<file path="config.mk">
export PLATFORM = sky130hd
export DESIGN_NAME = ready_list_ckpt
export DESIGN_NICKNAME = d
export VERILOG_FILES = /design/src/rtl/ready_list_ckpt.sv
export SDC_FILE = /design/constraint.sdc
export NUM_CORES = 2
export LEC_CHECK = 0
export CAP_MARGIN = 20
export CELL_PAD_IN_SITES_DETAIL_PLACEMENT = 1
export CELL_PAD_IN_SITES_GLOBAL_PLACEMENT = 1
export CORE_AREA = 2 2 230 232
export DETAILED_ROUTE_END_ITERATION = 10
export DIE_AREA = 0 0 232 234
export DONT_BUFFER_PORTS = 1
export GPL_TIMING_DRIVEN = 0
export PLACE_DENSITY = 0.77
export SLEW_MARGIN = 30
export SYNTH_ARGS = -nofsm -noshare
export SYNTH_HDL_FRONTEND = slang
export SYNTH_SLANG_ARGS = --single-unit
</file>
<file path="constraint.sdc">
create_clock -name clock -period 31.9 [get_ports clock]
set_clock_uncertainty 0.05 [all_clocks]
set_input_delay 6.38 -clock clock [delete_from_list [all_inputs] [get_ports clock]]
set_output_delay 6.38 -clock clock [all_outputs]
set_load 0.005 [all_outputs]
</file>
<file path="src/rtl/ready_list_ckpt.sv">
// Physical-register ready tracker: speculative and retirement vectors, plus
// branch checkpoints that snapshot the speculative vector for early recovery.

module ready_list_lane #(
  parameter int PRF     = 64,
  parameter int PRF_IDX = $clog2(PRF)
) (
  input  logic               cdb_en,
  input  logic [PRF_IDX-1:0] cdb_idx,
  input  logic               ren_req,
  input  logic [PRF_IDX-1:0] ren_dest,
  input  logic               ret_en,
  input  logic [PRF_IDX-1:0] ret_new,
  input  logic [PRF_IDX-1:0] ret_old,
  output logic [PRF-1:0]     cdb_oh,
  output logic [PRF-1:0]     ren_oh,
  output logic [PRF-1:0]     new_oh,
  output logic [PRF-1:0]     old_oh
);
  assign cdb_oh = cdb_en  ? (PRF'(1) << cdb_idx)  : '0;
  assign ren_oh = ren_req ? (PRF'(1) << ren_dest) : '0;
  assign new_oh = ret_en  ? (PRF'(1) << ret_new)  : '0;
  assign old_oh = ret_en  ? (PRF'(1) << ret_old)  : '0;
endmodule

module ready_list_ckpt #(
  parameter int N         = 2,
  parameter int PRF       = 64,
  parameter int ARCH_REGS = 32,
  parameter int NUM_CKPT  = 4,
  parameter int PRF_IDX   = $clog2(PRF),
  parameter int CKPT_IDX  = $clog2(NUM_CKPT),
  parameter int LANE_W    = $clog2(N+1)
) (
  input  logic                        clock,
  input  logic                        reset,
  input  logic                        squash,
  input  logic [N-1:0]                cdb_en,
  input  logic [N-1:0][PRF_IDX-1:0]   cdb_idx,
  input  logic [N-1:0]                ren_req,
  input  logic [N-1:0][PRF_IDX-1:0]   ren_dest,
  input  logic [N-1:0][PRF_IDX-1:0]   rs1_idx,
  input  logic [N-1:0][PRF_IDX-1:0]   rs2_idx,
  input  logic [N-1:0]                ret_en,
  input  logic [N-1:0][PRF_IDX-1:0]   ret_new,
  input  logic [N-1:0][PRF_IDX-1:0]   ret_old,
  input  logic                        ckpt_save,
  input  logic [CKPT_IDX-1:0]         ckpt_save_id,
  input  logic [LANE_W-1:0]           ckpt_save_lane,
  input  logic                        ckpt_rest,
  input  logic [CKPT_IDX-1:0]         ckpt_rest_id,
  output logic [N-1:0]                rs1_ready,
  output logic [N-1:0]                rs2_ready,
  output logic [PRF-1:0]              ready_vec,
  output logic [NUM_CKPT-1:0]         ckpt_live
);
  localparam logic [PRF-1:0] RST_VEC = {{(PRF-ARCH_REGS){1'b0}}, {ARCH_REGS{1'b1}}};

  logic [PRF-1:0]               spec_q, spec_d, arch_q, arch_d;
  logic [NUM_CKPT-1:0][PRF-1:0] slot_q, slot_d;
  logic [NUM_CKPT-1:0]          live_q, live_d;

  logic [N-1:0][PRF-1:0] cdb_oh, ren_oh, new_oh, old_oh;
  logic [N:0][PRF-1:0]   t;
  logic [PRF-1:0]        cdb_tot, ret_set, ret_clr, arch_next, save_vec;
  logic                  rest_hit;

  for (genvar k = 0; k < N; k++) begin : g_lane
    ready_list_lane #(.PRF(PRF), .PRF_IDX(PRF_IDX)) u_lane (
      .cdb_en  (cdb_en[k]),
      .cdb_idx (cdb_idx[k]),
      .ren_req (ren_req[k]),
      .ren_dest(ren_dest[k]),
      .ret_en  (ret_en[k]),
      .ret_new (ret_new[k]),
      .ret_old (ret_old[k]),
      .cdb_oh  (cdb_oh[k]),
      .ren_oh  (ren_oh[k]),
      .new_oh  (new_oh[k]),
      .old_oh  (old_oh[k])
    );
  end

  // Rename chain: lane k reads t[k], so earlier lanes' dests look busy and
  // CDB wakeups bypass into the same-cycle reads.
  always_comb begin
    cdb_tot   = '0;
    ret_set   = '0;
    ret_clr   = '0;
    rs1_ready = '0;
    rs2_ready = '0;
    for (int k = 0; k < N; k++) begin
      cdb_tot |= cdb_oh[k];
      ret_set |= new_oh[k];
      ret_clr |= old_oh[k];
    end
    t[0] = spec_q | cdb_tot;
    for (int k = 0; k < N; k++) begin
      rs1_ready[k] = t[k][rs1_idx[k]];
      rs2_ready[k] = t[k][rs2_idx[k]];
      t[k+1]       = t[k] & ~ren_oh[k];
    end
    arch_next = (arch_q & ~ret_clr) | ret_set;
    save_vec  = t[N];
    for (int l = 0; l < N; l++)
      if (ckpt_save_lane == LANE_W'(l)) save_vec = t[l];
  end

  assign rest_hit = ckpt_rest & live_q[ckpt_rest_id];

  always_comb begin
    spec_d = t[N];
    arch_d = arch_next;
    live_d = live_q;
    for (int i = 0; i < NUM_CKPT; i++)
      slot_d[i] = live_q[i] ? (slot_q[i] | cdb_tot) : slot_q[i];
    if (squash) begin
      spec_d = arch_next;
      live_d = '0;
    end else if (rest_hit) begin
      spec_d = slot_q[ckpt_rest_id] | cdb_tot;
      live_d[ckpt_rest_id] = 1'b0;
    end else if (ckpt_save) begin
      slot_d[ckpt_save_id] = save_vec;
      live_d[ckpt_save_id] = 1'b1;
    end
  end

  always_ff @(posedge clock or posedge reset) begin
    if (reset) begin
      spec_q <= RST_VEC;
      arch_q <= RST_VEC;
      slot_q <= '0;
      live_q <= '0;
    end else begin
      spec_q <= spec_d;
      arch_q <= arch_d;
      slot_q <= slot_d;
      live_q <= live_d;
    end
  end

  assign ready_vec = spec_q;
  assign ckpt_live = live_q;
endmodule

</file>
Word level (Yosys, flattened, before mapping)
Cells that the tools add are included.
Cells by class
  bitwise logic cells: 20
  multiplexer cells: 41
  $lt $le $gt $ge: 8
  reduce and logical (&&, ||, !) cells: 4
  eq/ne operators: 1
  shift-type cells: 8
Operators by type and width (count)
  $mux 64: 18
  $mux 256: 3
  $or 64x64->64: 10
  $shl 1x6->64 const A: 8
  $bwmux 256: 1
  $and 64x64->64: 3
  $not 64->64: 3
  $bmux 64 s2: 1
  $demux 64 s2: 1
  $lt 6x7->1 const B: 4
  $bmux 1 s6: 4
  $mux 4: 3
  $mux 1: 7
  $lt 2x3->1 const B: 2
  $and 4x4->4: 1
  $demux 1 s2: 2
  $ge 2x1->1 const B: 2
  $not 4->4: 1
  $or 4x4->4: 1
  $reduce_bool 3->1: 1
  $bmux 1 s2: 1
  $eq 2x1->1 const B: 1
  $logic_and 1x1->1: 2
  $logic_not 2->1: 1
  $and 1x1->1: 1
Storage, ports and cells
  flip-flop bits (word level): 388
  input bits: 89
  logic and storage cells: 89

Logic depth before layout (Yosys ltp)
  word-level depth: 12
  mapped depth: 10

Cells and area by module
A second synthesis with hierarchy kept.
Second synthesis, totals
  cell total of the unflattened synthesis: 3196
  area, all modules: 25942.4 sq um
Modules (own cells, without submodules)
  ready_list_ckpt: instances 1, area each 21908.5 sq um, cells each 2410, seq. area each 9789.4 sq um
  ready_list_lane: instances 2, area each 2016.9 sq um, cells each 393, seq. area each 0.0 sq um

Worst setup path before layout
No wires, ideal clock.
  kind: input-to-output
  start: input cdb_idx[5] (netlist bit)
  end: output rs1_ready[0]
  buffers on the path: 2
  data arrival time: 8.218 ns
  required time: 25.470 ns
  stages: 9
  slack: 17.252 ns
  path through: buf_2 > nor3b_4 > buf_4 > a221oi_1 > mux4_2 > a22oi_1 > a311oi_1 > a31o_1 > nor3_2
Between the ends
  cells in the longest elaborated chain, start to end: 6
Ends and longest elaborated chain
  from (decl): RTL line 39  | input logic [N-1:0][PRF_IDX-1:0] cdb_idx,
  $shl 1x6->64: RTL line 20  | assign cdb_oh = cdb_en ? (PRF'(1) << cdb_idx) : '0;
  $mux 64: RTL line 20
  $or 64x64->64: RTL line 93  | cdb_tot |= cdb_oh[k];
  $or 64x64->64: RTL line 97  | t[0] = spec_q | cdb_tot;
  $bmux 1 s6: RTL line 99  | rs1_ready[k] = t[k][rs1_idx[k]];
  $mux 1 (implied by the code): RTL line 99
  to (decl): RTL line 52  | output logic [N-1:0] rs1_ready,
Every way passes these cells. The select of a mux whose other input is x is not followed.

Worst setup path in the final report
  start: input cdb_idx[3] (netlist bit)
  end: output rs1_ready[1]
Between the ends
  cells in the longest elaborated chain, start to end: 7
Ends and longest elaborated chain
  $shl 1x6->64: RTL line 20
  $mux 64: RTL line 20
  $or 64x64->64: RTL line 93
  $or 64x64->64: RTL line 97
  $and 64x64->64: RTL line 101  | t[k+1] = t[k] & ~ren_oh[k];
  $bmux 1 s6: RTL line 99
  $mux 1 (implied by the code): RTL line 99
Every way passes these cells. The select of a mux whose other input is x is not followed.

==> out/qor.yml <==
yosysUniqueCellTypes: 67
ys_warn_count: 0
rsz0062_at_grt: "false"
reg2reg_from: "ckpt_live[0]"
totalWireLength_mm: 152
reg2regPathDepth: 6
die_area_sq_um: 54300
die_h_um: 234
synth_edf_count: 0
drt_iter0_drc: 5317
cts_resized: 0
drt_first_pass_iters: 6
power_w: 0.00198
vias_per_cell: 8.05
path_class: "input pin to output port"
cp.arrival_ns: 9.70
endpoint_kind: "output port"
min_period_over_period_pct: 50.6
ys_top_cells_by_area: "dfrtp_1, mux4_2, a21oi_1"
cts_buffer_depth: 3
synth_flop_cell: "dfrtp_1"
fin_nets: 3028
areaGrowthSynthToFinish_pct: 11.3
grt_pass1_vias: 28615
peakVddDrop_uv: 54.4
ios: 161
design_area_sq_um: 28500
die_w_um: 232
numCtsBuffers: 45
post-route-min-period_ns: 16.13
vias: 29509
drive_gt1_share_pct: 17.9
clk_latency_ns: 0.64
drtAntennaViolNets: 0
synth_top_area_share_pct: 31.7
ctsHoldBuffers: 0
crit_path_max_fanout: 10
grt_max_degree: 94
rows: 84
r2r_slack_ns: 28.33
tns_ns: 0
coreArea_sq_um: 52000
grt_pass1_wl_mm: 211
combPwrFrac_pct: 34.8
cp-endpoint: "rs1_ready[1]"
intPower_w: 0.00116
worst_path_max_delay_cell: "o41ai_1"
synthCells: 2850
cts_tree: "done"
synth_largest_area_cell: "dfrtp_1"
num-fill-cells: 5930
seqPwrFrac_pct: 38.1
holdWs_ns: 0.481
synth_nets: 2939
async_reset_ff_share_pct: 100
cp.required_ns: 25.47
p_clk_share_pct: 27.0
regToRegEndpoint: "ready_vec[48]"
htreeDepth: 2
cp-start-kind: "input pin"
dpl.cell_count: 3576
max_freq_ghz: 0.0620
postPlaceCellArea_sq_um: 26900
post-cts-setup-buffers: 0
syn-cell-area_sq_um: 25600
wire_per_inst_um: 41.4
hold_path_class: "flip-flop to flip-flop"
initial_core_util_pct: 49.2
clockRootBuffer: "clkbuf_16"
powerDensity_nw_per_um2: 69.5
setup_violations: 0
cp_cell_sequence: "clkbuf_1 -> and4_1 -> a221oi_2 -> buf_4 -> nor3_1 -> o41ai_1 -> a41oi_1 -> a21oi_1 -> mux2i_1"
clk_pin_slew_ns: 0.06
startpoint: "cdb_idx[3]"
critPathMaxStageDelay_ns: 0.98
clkSinkCount: 388
route.detailed.drc: 0
ys_seq_area_share_pct: 38.3
switchingPower_w: 0.000816
hold_violations: 0
slew_violations: 0
relSlewSlack_pct: 22.7
gp_congestion: 1.11
gr-total-overflow: 0
hpwl_mm: 115
leakagePower_nw: 10.3
max_cap_violations: 0
antenna_found_initial: 12
worst_pin_slew_ns: 1.16
layoutNonFillerInstCount: 3665
synth-seq-cells: 388
status: "finished clean"
syn_area_per_cell_sq_um: 8.97
grt_usage_pct: 54.7
portBuffers: 0
switching_share_pct: 41.2
-- synth_stat cells, types with 17 or more instances --
cell	instances
mux2_2	17
nand2b_1	24
o22ai_1	72
nor2_1	293
a21oi_1	393
buf_2	43
mux4_2	95
or2_2	51
o221ai_1	77
a221oi_2	34
a211oi_1	171
dfrtp_1	324
dfstp_2	64
nand2_1	259
a31o_2	19
nand3_1	59
o21a_1	24
nor3_1	156
nor2b_1	36
a211o_1	20
o41ai_1	32
o21ai_0	153
clkbuf_1	167
a221oi_1	31
-- layout by cell type, fill, tap and decap left out, types with 32 or more instances in the layout --
cell type  instances
nor3_1           151
mux4_2            95
o22ai_1           72
nor2b_1           36
clkbuf_16         45
nand2_1          259
o21ai_0          153
o41ai_1           32
a221oi_2          52
nor2_1           292
a211oi_1         171
o221ai_1          77
buf_2             56
or2_2             51
clkbuf_1         179
nand3_1           59
dfrtp_1          324
dfstp_2           64
a21oi_1          393
buf_4             33
-- worst min path at each step --
stage / start / endpoint / depth (start not counted)
6_report: slot_q[39] / slot_q[39] / 2
5_1_grt: slot_q[4] / slot_q[4] / 2
4_1_cts: slot_q[39] / slot_q[39] / 2
3_5_place_dp: slot_q[39] / slot_q[39] / 2
3_3_place_gp: slot_q[88] / slot_q[88] / 2
2_1_floorplan: arch_q[44] / arch_q[44] / 1
-- kinds of logic (layout without fill, tap and decap cells) --
group           after synthesis  in the layout  synth area share [%]
compound gates             1095           1095                  28.5
buf+inv                     258            383                  4.48
flops                       388            388                  38.3
mux                         116            116                  9.40
other cells                   0              2                     0
simple gates                993            993                  19.4
-- metal layers --
layer | vias to the layer above | wire (um) | track usage, %
met2 | 2899 | 62500 | 79.5
met1 | 14626 | 52800 | 66.8
li1 | 11124 | - | -
met4 | 14 | 13900 | 38.4
met5 | - | 115 | 0
met3 | 846 | 22300 | 21.1
-- sequential cells by signal, summed over array words and instances (netlist names) --
register / count
slot_q: 256
arch_q: 64
ready_vec: 64
ckpt_live: 4
-- power groups by stage --
stage          clock network, W  logic [W]  registers, W
3_3_place_gp                  0   0.000581      0.000730
3_5_place_dp                  0   0.000627      0.000745
2_1_floorplan                 0   0.000368      0.000700
6_report               0.000535   0.000690      0.000755
5_1_grt                0.000543   0.000692      0.000758
4_1_cts                0.000525   0.000637      0.000742
-- critical path: cells and delay by family --
kind | cells | cell delay, ns
AO/OA/AOI/OAI | 4 | 1.99
buffers and inverters | 2 | 0.69
AND/OR/NAND/NOR | 2 | 0.52
multiplexers | 1 | 0.12
-- stage by stage --
step           setup WS, ns  util (%)
3_5_place_dp          16.06      51.8
3_3_place_gp          11.01      50.8
2_1_floorplan         14.79         -
4_1_cts               16.03      54.6
6_report              15.77      54.7
5_1_grt               15.87      54.7
-- area by class of cell --
class | count | area, sq um | share of cell area [%]
clock inverters | 18 | 189 | 0.664
repair buffers | 42 | 378 | 1.33
plain buffers | 250 | 1120 | 3.93
diodes | 2 | 5.00 | 0.0176
clock buffers | 65 | 1270 | 4.47
flip-flops and latches | 388 | 9790 | 34.4
well taps | 688 | 861 | 3.02
multi-input cells | 2204 | 14800 | 52.0
inverters | 8 | 37.5 | 0.132
Power figures use the tool's default switching activity.
